==> src/rtl/eth_port_ingress_buf.sv <==
// rtl/eth_port_ingress_buf.sv - store-and-forward ingress packet buffer for one switch port
// Complete packets are committed before replay; malformed and oversize packets are discarded.
module eth_port_ingress_buf #(
  parameter int DEPTH         = 64,
  parameter int MAX_PKT_WORDS = 16,
  parameter int CNT_W         = 16
) (
  input  logic                     clk,
  input  logic                     resetN,
  input  logic [31:0]              wrData,
  input  logic                     wrSop,
  input  logic                     wrEop,
  input  logic                     wrValid,
  output logic                     wrReady,
  input  logic                     portStall,
  output logic [31:0]              outData,
  output logic                     outSop,
  output logic                     outEop,
  output logic [$clog2(DEPTH):0]   pktCount,
  output logic [CNT_W-1:0]         dropCount,
  output logic [CNT_W-1:0]         errCount
);
  localparam int AW = $clog2(DEPTH);
  localparam int PW = AW + 1;
  localparam int CW = $clog2(MAX_PKT_WORDS + 1);

  typedef enum logic [1:0] {W_IDLE, W_PKT, W_DROP} w_state_t;
  typedef enum logic [1:0] {R_IDLE, R_SEND, R_GAP} r_state_t;

  w_state_t w_state, w_next;
  r_state_t r_state;

  logic [31:0]   mem_data [DEPTH];
  logic          mem_eop  [DEPTH];
  logic [PW-1:0] wr_spec, wr_commit, rd_ptr, used, spec_base;
  logic [CW-1:0] word_cnt, cnt_next;
  logic          ready_en, accept;
  logic          do_store, do_commit, drop_inc, err_inc, read_done;

  assign used      = wr_spec - rd_ptr;
  assign wrReady   = ready_en && (used != PW'(DEPTH));
  assign accept    = wrValid && wrReady;
  assign read_done = (r_state == R_SEND) && outEop;

  // spec_base is where the accepted word lands; rewinds drop the speculative tail
  always_comb begin
    do_store  = 1'b0;
    do_commit = 1'b0;
    drop_inc  = 1'b0;
    err_inc   = 1'b0;
    w_next    = w_state;
    spec_base = wr_spec;
    cnt_next  = word_cnt;
    if (accept) begin
      if (wrSop) begin
        // a sop in W_DROP does not recount the already dropped packet
        drop_inc  = (w_state == W_PKT);
        spec_base = wr_commit;
        do_store  = 1'b1;
        cnt_next  = CW'(1);
        do_commit = wrEop;
        w_next    = wrEop ? W_IDLE : W_PKT;
      end else begin
        case (w_state)
          W_IDLE: err_inc = 1'b1;
          W_PKT: begin
            if (word_cnt == CW'(MAX_PKT_WORDS)) begin
              drop_inc  = 1'b1;
              spec_base = wr_commit;
              w_next    = wrEop ? W_IDLE : W_DROP;
            end else begin
              do_store  = 1'b1;
              cnt_next  = word_cnt + CW'(1);
              do_commit = wrEop;
              if (wrEop) w_next = W_IDLE;
            end
          end
          default: if (wrEop) w_next = W_IDLE;
        endcase
      end
    end
  end

  always_ff @(posedge clk) begin
    if (do_store) begin
      mem_data[spec_base[AW-1:0]] <= wrData;
      mem_eop[spec_base[AW-1:0]]  <= wrEop;
    end
  end

  always_ff @(posedge clk or negedge resetN) begin
    if (!resetN) begin
      ready_en  <= 1'b0;
      w_state   <= W_IDLE;
      word_cnt  <= '0;
      wr_spec   <= '0;
      wr_commit <= '0;
      dropCount <= '0;
      errCount  <= '0;
    end else begin
      ready_en  <= 1'b1;
      w_state   <= w_next;
      word_cnt  <= cnt_next;
      wr_spec   <= do_store ? spec_base + PW'(1) : spec_base;
      if (do_commit) wr_commit <= spec_base + PW'(1);
      if (drop_inc && dropCount != '1) dropCount <= dropCount + CNT_W'(1);
      if (err_inc && errCount != '1)   errCount  <= errCount + CNT_W'(1);
    end
  end

  always_ff @(posedge clk or negedge resetN) begin
    if (!resetN) begin
      pktCount <= '0;
    end else if (do_commit && !read_done) begin
      pktCount <= pktCount + PW'(1);
    end else if (read_done && !do_commit) begin
      pktCount <= pktCount - PW'(1);
    end
  end

  // R_GAP is the single idle cycle after eop; a waiting packet may start from it
  always_ff @(posedge clk or negedge resetN) begin
    if (!resetN) begin
      r_state <= R_IDLE;
      rd_ptr  <= '0;
      outData <= '0;
      outSop  <= 1'b0;
      outEop  <= 1'b0;
    end else begin
      case (r_state)
        R_SEND: begin
          if (outEop) begin
            r_state <= R_GAP;
            outData <= '0;
            outSop  <= 1'b0;
            outEop  <= 1'b0;
          end else begin
            outData <= mem_data[rd_ptr[AW-1:0]];
            outSop  <= 1'b0;
            outEop  <= mem_eop[rd_ptr[AW-1:0]];
            rd_ptr  <= rd_ptr + PW'(1);
          end
        end
        default: begin
          if (pktCount != '0 && !portStall) begin
            r_state <= R_SEND;
            outData <= mem_data[rd_ptr[AW-1:0]];
            outSop  <= 1'b1;
            outEop  <= mem_eop[rd_ptr[AW-1:0]];
            rd_ptr  <= rd_ptr + PW'(1);
          end else begin
            r_state <= R_IDLE;
            outData <= '0;
            outSop  <= 1'b0;
            outEop  <= 1'b0;
          end
        end
      endcase
    end
  end
endmodule

==> config.mk <==
export PLATFORM = sky130hd
export DESIGN_NAME = eth_port_ingress_buf
export DESIGN_NICKNAME = d
export VERILOG_FILES = /design/src/rtl/eth_port_ingress_buf.sv
export SDC_FILE = /design/constraint.sdc
export NUM_CORES = 2
export LEC_CHECK = 0
export CORE_MARGIN = 5
export CORE_UTILIZATION = 51
export CTS_BUF_LIST = sky130_fd_sc_hd__clkbuf_16
export CTS_CLUSTER_SIZE = 16
export DETAILED_ROUTE_END_ITERATION = 12
export PLACE_DENSITY_LB_ADDON = 0.2
export SLEW_MARGIN = 20
export SYNTH_ARGS = -nofsm -noshare
export SYNTH_HDL_FRONTEND = slang
export SYNTH_SLANG_ARGS = --single-unit
==> constraint.sdc <==
create_clock -name clk -period 10.88 [get_ports clk]
set_input_delay 2.176 -clock clk [delete_from_list [all_inputs] [get_ports clk]]
set_output_delay 2.176 -clock clk [all_outputs]
set_load 0.02 [all_outputs]
==> results.ini <==
[run_status]
status=finished, final reports clean

[sta]
fmax_ghz=0.151
fin_crit_sh=0.610
final.setup.worst_slack_ps=4250
fin_skew_ps=39.1
setup_violations=0
slew_headroom=0.357
slew_violations=0
finalHoldViolations=0
rsz0062_at_grt=no
tightest_slew_ps=964
final.setup.tns_ps=0
period_minus_slack_ps=6630

[logic_synthesis]
ys_seq_area_frac=0.773
synth_area_leaders=edfxtp_1 74%, mux4_2 17%, dfrtp_1 3.0%
synth_fp_nets=3735
ys.flop_type=edfxtp_1
synth_area_mm2=0.0854
synth_warnings=0
synth_top_area_share=0.742
yosysTopAreaCell=edfxtp_1
synth_xor_area_frac=0.00595
ys_seq_elements=2216
yosysMostFrequentCell=edfxtp_1
synthTopCellsByCount=2,112 x edfxtp_1, 660 x mux4_2, 172 x nand2_1, 104 x dfrtp_1, 90 x clkbuf_1
yosysUniqueCellTypes=69
synthAdderAreaFrac=0.00302
muxShareOfSynthArea=0.175
postSynthAreaPerCell_um2=23.2
synth_edf_count=2112
synth-async-reset-ratio=0.0469
synth_compound_area_frac=0.0112
synth_simple_gate_area_frac=0.0208
synth_top_family_by_area=multiplexers
synth_cells=3677

[die]
die-area_mm2=0.176
die_w_um=419
die_h_um=419
num_rows=150
io_pins=112
start_util=0.512
coreArea_mm2=0.167

[global_routing]
grt_max_degree=123
grt_pass1_wl_mm=297
gr-usage-all-layers=0.238
grt_pass1_vias=39600
grt-ovfl-total=0
grt_antenna_before_repair=17

[power]
power_mw=23.7
ir_drop_mv=0.212
p_leak_nw=30.6
p_per_area_mw_per_mm2=245

[detailed_routing]
via_per_inst=6.30
dr.pass1.iters=5
post_drt_wl_per_cell_um=32.5
ant_nets=0
drc=0
drt_iter0_drc=5180
vias=39900
drt-total-wl_mm=206

[setup_path]
crit_buf_inv=2
path_cells=inv_2 -> ha_1 -> a2111oi_1 -> nand3_1 -> a31oi_1 -> clkdlybuf4s50_1
crit_path_top_delay_cell=inv_2
cp_max_fo=35
arrival_ps=4460
cp_top_family=buffers and inverters
cpPeakStageDelay_ps=720
critPathLaunchType=flop
cp.depth=6
endpoint_kind=output pin
cp.required_ps=8700
reg2reg_depth=10
worstSetupPathType=reg2out

[clocking]
clkLatencyLatePin_ps=840
clkSlewWorstSetupHoldPaths_ps=60
clockBufferDepth=3
cts_resized=0
post_cts_buffers=0
cts_hold_buf=0
cts_tree=yes
numCtsBuffers=216
htree_levels=4
cts_sinks=2216
cts-root-buf=clkbuf_16

[final_layout]
fillCellCount=11900
drive_gt1_frac=0.299
syn2layout_area_growth_pct=12.9
multiInputGateArea_mm2=0.0189
nets=4014
seqCellArea_mm2=0.0660

[min_path]
worstHoldPathType=reg2reg
holdPathStages=1

[placement]
pre_cts_ws_ps=4710
place.gp.congestion=0.813
place_hpwl_mm=116
io_buffers=111

[flow_run]
maxCapViolations=0

## sequential cells by signal, indices dropped and copies added, names as in the netlist
signal     cells
ready_en       1
errCount      16
w_state        2
wr_spec        7
word_cnt       5
outData       32
mem_data    2048
rd_ptr         7
r_state        2
mem_eop       64
pktCount       7
outEop         1
dropCount     16
outSop         1
wr_commit      7
## per-layer routing
layer,global-route usage,share of wire
met1,0.353,0.41
met2,0.378,0.49
met3,0.0462,0.083
met4,0.0457,0.017
met5,0,0
## path summary, 6_finish.rpt
check,startpoint,to,slack [ps]
setup / recovery,rd_ptr[3]$_DFFE_PN0P_,wrReady,4250
hold / removal,errCount[9]$_DFFE_PN0P_,errCount[9]$_DFFE_PN0P_,490
setup reg to reg,rd_ptr[3]$_DFFE_PN0P_,mem_data[55][7]$_DFFE_PP_,5010
hold reg to reg,errCount[9]$_DFFE_PN0P_,errCount[9]$_DFFE_PN0P_,490
max in group asynchronous,resetN,rd_ptr[3]$_DFFE_PN0P_,8220
min in group asynchronous,resetN,errCount[5]$_DFFE_PN0P_,1300
## logic make-up after synthesis
kind of cell             count (synthesis)
other                                    1
AO/OA/AOI/OAI                          130
buffers and inverters                  213
AND/OR/NAND/NOR                        369
adder cells (fa/ha/maj)                 20
XOR/XNOR                                58
multiplexers                           670
flip-flops                            2216
## worst reg2reg max path: stages, from the launching register on
cell	delay [ps]
dfrtp_4	700
inv_2	730
ha_1	510
a2111oi_1	560
nand3_1	270
a31oi_2	180
buf_4	270
nand4_1	790
a221oi_4	750
nor2b_4	230
buf_4	490
## placed cells by master (no fill, tap or decap), types with 4 or more instances in the layout
cell / instances
a211oi_4: 7
a21o_1: 6
a21oi_1: 24
a311oi_1: 34
and3_1: 44
and4_1: 5
buf_2: 28
buf_4: 145
bufinv_16: 11
clkbuf_16: 218
clkdlybuf4s50_1: 77
clkinv_1: 56
clkinv_2: 50
clkinvlp_4: 9
dfrtp_1: 98
dfrtp_4: 4
edfxtp_1: 2112
ha_1: 19
inv_1: 51
inv_6: 8
mux2_2: 6
mux4_2: 660
nand2_1: 172
nand2b_1: 5
nand3_1: 24
nand4_1: 9
nor2_1: 16
nor2_4: 8
nor2b_1: 6
nor2b_4: 8
nor3_1: 14
nor3_2: 41
nor4_1: 4
o21ai_0: 18
o21ai_1: 8
o21bai_1: 4
xnor2_1: 35
xor2_1: 23
## report_power, final
group | switching [mW] | internal, mW
clock network | 3.13 | 3.88
registers | 0.311 | 9.56
logic | 3.72 | 3.08
total | 7.16 | 16.5
## stage by stage
stage / hold WS, ps / utilization / instances / cell area [um2]
2_1_floorplan: 460 / - / 3677 / 85400
3_3_place_gp: 476 / 0.539 / 5942 / 89900
3_5_place_dp: 490 / 0.539 / 5942 / 89900
4_1_cts: 498 / 0.578 / 6334 / 96500
5_1_grt: 516 / 0.578 / 6334 / 96500
6_report: 493 / 0.578 / 6336 / 96500
## final cells by class
cell class	count	share of cell area
Clock inverter	174	0.0119
Antenna cell	2	0.0000519
Timing Repair Buffer	254	0.0215
Inverter	20	0.000882
Multi-Input combinational cell	1248	0.196
Clock buffer	218	0.0565
Sequential cell	2216	0.684
Tap cell	2204	0.0286
Power figures use the tool's default switching activity.
